**config.mk**
```make
export PLATFORM = sky130hd
export DESIGN_NAME = dmem_arbiter
export DESIGN_NICKNAME = d
export VERILOG_FILES = /design/src/rtl/dmem_arbiter.sv
export SDC_FILE = /design/constraint.sdc
export NUM_CORES = 1
export LEC_CHECK = 0
export CAP_MARGIN = 20
export CORE_AREA = 2 2 119 121
export DETAILED_ROUTE_END_ITERATION = 16
export DIE_AREA = 0 0 121 123
export PLACE_DENSITY = 0.81
export SETUP_SLACK_MARGIN = 0.2
export SLEW_MARGIN = 20
export SYNTH_ARGS = -nofsm -noshare
export SYNTH_HDL_FRONTEND = slang
export SYNTH_SLANG_ARGS = --single-unit
```
**constraint.sdc**
```tcl
create_clock -name clk -period 2.9 [get_ports clk]
set_input_delay 0.87 -clock clk [delete_from_list [all_inputs] [get_ports clk]]
set_output_delay 0.87 -clock clk [all_outputs]
set_load 0.05 [all_outputs]
```
**src/rtl/dmem_arbiter.sv**
```systemverilog
// dmem_arbiter: shares one data memory between the pipeline MEM stage (port 0,
// fixed priority) and a secondary requester (port 1). A starvation counter
// forces a port-1 grant after STARVE_MAX consecutive losses to port 0.
module dmem_arbiter #(
    parameter int AW         = 32,
    parameter int DW         = 32,
    parameter int STARVE_MAX = 4
) (
    input  logic          clk,
    input  logic          reset,
    input  logic          p0_req,
    input  logic [AW-1:0] p0_address,
    input  logic [1:0]    p0_memwrite,
    input  logic [1:0]    p0_memread,
    input  logic [DW-1:0] p0_writedata,
    input  logic          p1_req,
    input  logic [AW-1:0] p1_address,
    input  logic [1:0]    p1_memwrite,
    input  logic [1:0]    p1_memread,
    input  logic [DW-1:0] p1_writedata,
    output logic          p0_gnt,
    output logic          p0_rvalid,
    output logic [DW-1:0] p0_rdata,
    output logic          p1_gnt,
    output logic          p1_rvalid,
    output logic [DW-1:0] p1_rdata,
    output logic [AW-1:0] mem_address,
    output logic [1:0]    mem_memwrite,
    output logic [1:0]    mem_memread,
    output logic [DW-1:0] mem_writedata,
    input  logic [DW-1:0] mem_read_data
);

    typedef enum logic [1:0] {
        IDLE = 2'd0,
        G0   = 2'd1,
        G1   = 2'd2
    } state_t;

    localparam logic [3:0] STARVE_LIM = 4'(STARVE_MAX);

    state_t        state_q, state_d;
    logic [3:0]    starve_q, starve_d;
    logic          force_g1;

    logic          p0_gnt_q, p1_gnt_q;
    logic          p0_rvalid_q, p1_rvalid_q;
    logic [DW-1:0] p0_rdata_q, p1_rdata_q;

    logic [AW-1:0] sel_address;
    logic [1:0]    sel_memwrite;
    logic [1:0]    sel_memread;
    logic [DW-1:0] sel_writedata;
    logic [1:0]    fwd_memread;

    // Next grant decision: forced port-1 grant beats port-0 priority.
    always_comb begin
        force_g1 = p1_req && (starve_q == STARVE_LIM);
        state_d  = IDLE;
        if (force_g1) begin
            state_d = G1;
        end else if (p0_req) begin
            state_d = G0;
        end else if (p1_req) begin
            state_d = G1;
        end

        // Count only losses of a waiting port 1; anything else clears it.
        starve_d = 4'd0;
        if (p1_req && (state_d == G0)) begin
            starve_d = (starve_q == STARVE_LIM) ? STARVE_LIM : starve_q + 4'd1;
        end
    end

    // Route the granted port's command onto the memory bus; idle bus is all zero.
    always_comb begin
        sel_address   = '0;
        sel_memwrite  = 2'b00;
        sel_memread   = 2'b00;
        sel_writedata = '0;
        case (state_q)
            G0: begin
                sel_address   = p0_address;
                sel_memwrite  = p0_memwrite;
                sel_memread   = p0_memread;
                sel_writedata = p0_writedata;
            end
            G1: begin
                sel_address   = p1_address;
                sel_memwrite  = p1_memwrite;
                sel_memread   = p1_memread;
                sel_writedata = p1_writedata;
            end
            default: ;
        endcase
        // A write and a read in the same command: the write wins, no read.
        fwd_memread = (sel_memwrite != 2'b00) ? 2'b00 : sel_memread;
    end

    // Reset gates the bus combinationally so a write pending on the memory's
    // falling-edge write port is dropped as soon as reset rises.
    assign mem_address   = reset ? '0    : sel_address;
    assign mem_memwrite  = reset ? 2'b00 : sel_memwrite;
    assign mem_memread   = reset ? 2'b00 : fwd_memread;
    assign mem_writedata = reset ? '0    : sel_writedata;

    // Arbiter FSM with registered grants and read-data capture.
    always_ff @(posedge clk or posedge reset) begin
        if (reset) begin
            state_q     <= IDLE;
            starve_q    <= 4'd0;
            p0_gnt_q    <= 1'b0;
            p1_gnt_q    <= 1'b0;
            p0_rvalid_q <= 1'b0;
            p1_rvalid_q <= 1'b0;
            p0_rdata_q  <= '0;
            p1_rdata_q  <= '0;
        end else begin
            state_q     <= state_d;
            starve_q    <= starve_d;
            p0_gnt_q    <= (state_d == G0);
            p1_gnt_q    <= (state_d == G1);
            p0_rvalid_q <= (state_q == G0) && (fwd_memread != 2'b00);
            p1_rvalid_q <= (state_q == G1) && (fwd_memread != 2'b00);
            if ((state_q == G0) && (fwd_memread != 2'b00)) begin
                p0_rdata_q <= mem_read_data;
            end
            if ((state_q == G1) && (fwd_memread != 2'b00)) begin
                p1_rdata_q <= mem_read_data;
            end
        end
    end

    assign p0_gnt    = p0_gnt_q;
    assign p1_gnt    = p1_gnt_q;
    assign p0_rvalid = p0_rvalid_q;
    assign p1_rvalid = p1_rvalid_q;
    assign p0_rdata  = p0_rdata_q;
    assign p1_rdata  = p1_rdata_q;

endmodule

```
Word level (Yosys, flattened, before mapping)
Cells that the tools add are included.
{"block": "word_totals", "memories": 0, "ff_bits": 74, "input_bits": 172, "latch_bits": 0, "mem_bits_rw": 0, "output_inout_bits": 136, "rom_bits": 0}
{"block": "classes", "bitwise": 0, "n_div": 0, "n_mux": 14, "addsub": 1, "shifts": 0, "n_reduce_logical": 6, "n_eq_ne": 5, "n_lt_le_gt_ge": 0, "n_mul": 0}
{"operator": "32-bit case mux with 2 select lines", "n": 2}
{"operator": "32-bit 2-to-1 mux", "n": 2}
{"operator": "2-bit 2-to-1 mux", "n": 6}
{"operator": "4-bit 2-to-1 mux", "n": 2}
{"operator": "2-bit case mux with 2 select lines", "n": 2}
{"operator": "4-bit by 1-bit adder with 4-bit output, second input constant", "n": 1}
{"operator": "2-bit by 1-bit equality test with 1-bit output, second input constant", "n": 2}
{"operator": "2-bit equality test, second input constant", "n": 2}
{"operator": "4-bit by 3-bit equality test with 1-bit output, second input constant", "n": 1}
{"operator": "1-bit logical AND", "n": 4}
{"operator": "2-bit nonzero test", "n": 2}

Longest topological paths before layout
{"block": "logic_depth", "depth_word": 6, "ltp_mapped": 7}

Worst setup path after synthesis
Ideal clock, no wire load.
{"block": "synth_path", "path_type": "input to output", "startpoint": "input p1_memwrite[0]", "endpoint": "output mem_memread[0]", "slack_ns": -0.418, "arrival_time_ns": 2.448, "required_time_ns": 2.030, "cell_stages": 3, "cell_sequence": "a221oi_4 nand2_1 nor3_1"}
{"block": "synth_via", "elab_chain_cells": 4}
{"item": "start: declaration", "line_no": "18", "source": "input logic [1:0] p1_memwrite,"}
{"item": "2-bit case mux with 2 select lines", "line_no": "81", "source": "case (state_q)"}
{"item": "2-bit nonzero test", "line_no": "97", "source": "fwd_memread = (sel_memwrite != 2'b00) ? 2'b00 : sel_memread;"}
{"item": "2-bit 2-to-1 mux", "line_no": "97"}
{"item": "2-bit 2-to-1 mux", "line_no": "104", "source": "assign mem_memread = reset ? 2'b00 : fwd_memread;"}
{"item": "end: declaration", "line_no": "29", "source": "output logic [1:0] mem_memread,"}
No other way between the ends.

Final worst setup path
{"block": "layout_path", "startpoint": "register state_q[0]", "endpoint": "output mem_memread[1]"}
{"block": "layout_via", "elab_chain_cells": 5, "elab_cells_between_ends": 7, "cone_classes": "eq/ne (2); mux (4); reduce/logical (1)"}
{"item": "start: declaration", "line_no": "42", "source": "state_t state_q, state_d;"}
{"item": "start signal: assignment", "line_no": "119", "source": "state_q <= state_d;"}
{"item": "2-bit equality test / 2-bit by 1-bit equality test with 1-bit output (equally long branches)", "line_no": "81"}
{"item": "2-bit case mux with 2 select lines", "line_no": "81"}
{"item": "2-bit nonzero test", "line_no": "97"}
{"item": "2-bit 2-to-1 mux *", "line_no": "97"}
{"item": "2-bit 2-to-1 mux *", "line_no": "104"}
Mark *: on every way between the ends. The rest lies on a longest branch, timed or not.

==> metrics.txt <==
CP Launch Type=register; fin crit share=0.958; syn_area_per_cell=~12 um2; maximum clock path buffer count=2; placed instance area=~0.008 mm2; dpl hpwl=around 13 mm; via count=4261; PnR worst setup slack=0.121 ns; VDD IR-drop max=about 600 uV; first-pass GRT wire length=24.5 mm; drt wl/cell=between 20 and 25 um; CTS tree=done; met1 Use GR=0.234; Pleak=around 3.7 nW; Hold Path Class=register to register; worst rel slew slack=0.632; RSZ-0062 raised after global routing=true; Seq/Total Area, Yosys=0.463; Setup WS pre-CTS=-0.206 ns; most frequent cells in the layout=clkdlybuf4s50_1, dfrtp_1, nor2_4; root buf cell=clkbuf_16; worst r2r src=state_q[0]$_DFF_PP0_; Final min period=2.78 ns; Warnings, synthesis=0; Clock Pin Slew Worst Setup and Hold Paths=~0.06 ns; Tightest Pin Transition=0.551 ns; critical path endpoint category=output port; io pins=308; final hold violations=0; worst reg-to-reg path cell count=9; run status=finished, final reports clean; worst r2r dst=p1_rdata[20]$_DFFE_PP0P_; core area=0.0136 mm2; Final ANT Viol Nets=0; Hold WS=slightly below 0.5 ns; Total Wirelength=between 15 and 20 mm; gpl congestion=between 0.8 and 0.9; Register-to-Register Setup Slack=just under 0.7 ns; 1st-iter DRT viols=192; Die Y=roughly 120 um; Yosys top cell area share=0.463; Yosys reg bits=74; Initial DRT Pass Iterations=4; CTS buffer count=9; reported max-cap violation count=0; H-tree levels=3; Worst Skew=0.00534 ns; Die W=between 100 and 150 um; Max Slew Vio Count=0; Num Clock Sinks=74; M2 GR Usage=0.368; synth top area cells=dfrtp_1, mux2_4, a22oi_1; Worst Path Arrival=between 1.5 and 2 ns; # rows=43; # DRC=0; grt met3 use=0.0733; syn_nets=514; commonest non-fill, non-tap cell in the layout=clkdlybuf4s50_1; layout cells sized above 1=0.433; PD cells=approximately 640 mW/mm2; Most Crowded Layer GR=met2; Worst Setup SP=state_q[0]$_DFF_PP0_; die area=between 0.01 and 0.015 mm2; Cells after Synth=~340; number of global-route vias before repair=around 4400; Design Area, Final=about 0.009 mm2; initial antenna violation count=6; total negative slack=0 ns; synthesized area=~0.004 mm2; fmax=360 MHz; Synth cell types=23; Tot GR Track Use=0.216; starting density of the core=0.294; GRT Residual Overflow=0; final setup violation count=0; Port Buffers=between 300 and 400; worst-skew pair later-pin latency=0.33 ns; Vias/cell=around 5; worst-path maximum fanout=6; Area growth, synth to finish=123%; critical path required time=slightly above 2 ns; # nets final=roughly 840; critical path endpoint=mem_memread[1]; largest net degree at the start of global routing=between 60 and 70; cell taking the most area after synthesis=dfrtp_1; critical path type=register to output port
## synth_stat cells (all sizes together)
cell	number
ha	4
nand3	2
a21oi	2
nor2	70
o21a	4
buf	12
dfrtp	74
mux2	64
clkbuf	17
a221oi	1
or2	3
xor2	1
nor3	2
nand2	1
a22oi	68
xnor2	1
o2111ai	2
nand3b	1
inv	9
## through the flow
step           std cells   util  power [mW]
2_1_floorplan        338      -        3.30
3_3_place_gp         815  0.573        4.37
3_5_place_dp         815  0.573        4.42
4_1_cts              838  0.620        5.70
5_1_grt              851  0.656        5.95
6_report             851  0.656        5.74
## worst min path at each step
stage / from / endpoint / slack (ns) / cells past startpoint
floorplan: starve_q[0]$_DFF_PP0_ / starve_q[0]$_DFF_PP0_ / 0.45 / 1
global placement: starve_q[0]$_DFF_PP0_ / starve_q[0]$_DFF_PP0_ / 0.47 / 1
detailed placement: starve_q[0]$_DFF_PP0_ / starve_q[0]$_DFF_PP0_ / 0.49 / 1
CTS: starve_q[0]$_DFF_PP0_ / starve_q[0]$_DFF_PP0_ / 0.50 / 1
global route: starve_q[0]$_DFF_PP0_ / starve_q[0]$_DFF_PP0_ / 0.53 / 1
finish: starve_q[0]$_DFF_PP0_ / starve_q[0]$_DFF_PP0_ / 0.50 / 1
## per-layer routing
metal / vias up / share of wire / wire, um
met4: 0 / 0.049 / 882
met3: 53 / 0.086 / 1550
met2: 253 / 0.51 / 9180
met5: - / 0 / 0
met1: 2084 / 0.36 / 6420
li1: 1871 / - / -
## state kept, by name (all words and copies together) (netlist names)
name / flops
p0_gnt: 1
p0_rdata: 32
p0_rvalid: 1
p1_gnt: 1
p1_rdata: 32
p1_rvalid: 1
starve_q: 4
state_q: 2
## cell type report
cell class	instances	area, um2
diodes	6	15.0
clock buffers	11	243
clock inverters	5	77.6
fillers	940	4680
inverters	9	37.5
multi-input cells	227	2630
flip-flops and latches	74	1850
well taps	180	225
repair buffers	339	3850
## critical path: stages, from the launching register on
cell and delay, ns:
dfrtp_1 0.40, buf_6 0.13, ha_4 0.19, a221oi_4 0.29, nand2_2 0.14, nor3_4 0.25
buf_12 0.17
## where the power goes
group / switching, mW / internal [mW] / total, mW
Sequential: 0.189 / 1.33 / 1.52
Combinational: 1.75 / 1.29 / 3.04
Clock: 0.412 / 0.773 / 1.19
## cells by family after synthesis
group	Yosys count	synth area share
XOR/XNOR	2	0.00438
adder cells (fa/ha/maj)	4	0.0125
AO/OA/AOI/OAI	77	0.158
buffers and inverters	38	0.0497
multiplexers	64	0.234
AND/OR/NAND/NOR	79	0.0781
flip-flops	74	0.463
## what timing repair did
action / CTS / global route
gates cloned: 2 / 3
hold buffers: 0 / 0
gates resized for setup: 70 / 103
pin swaps: 13 / 28
endpoints found under the setup margin: 68 / 68
setup buffers: 5 / 4
(Power assumes the default switching activity.)
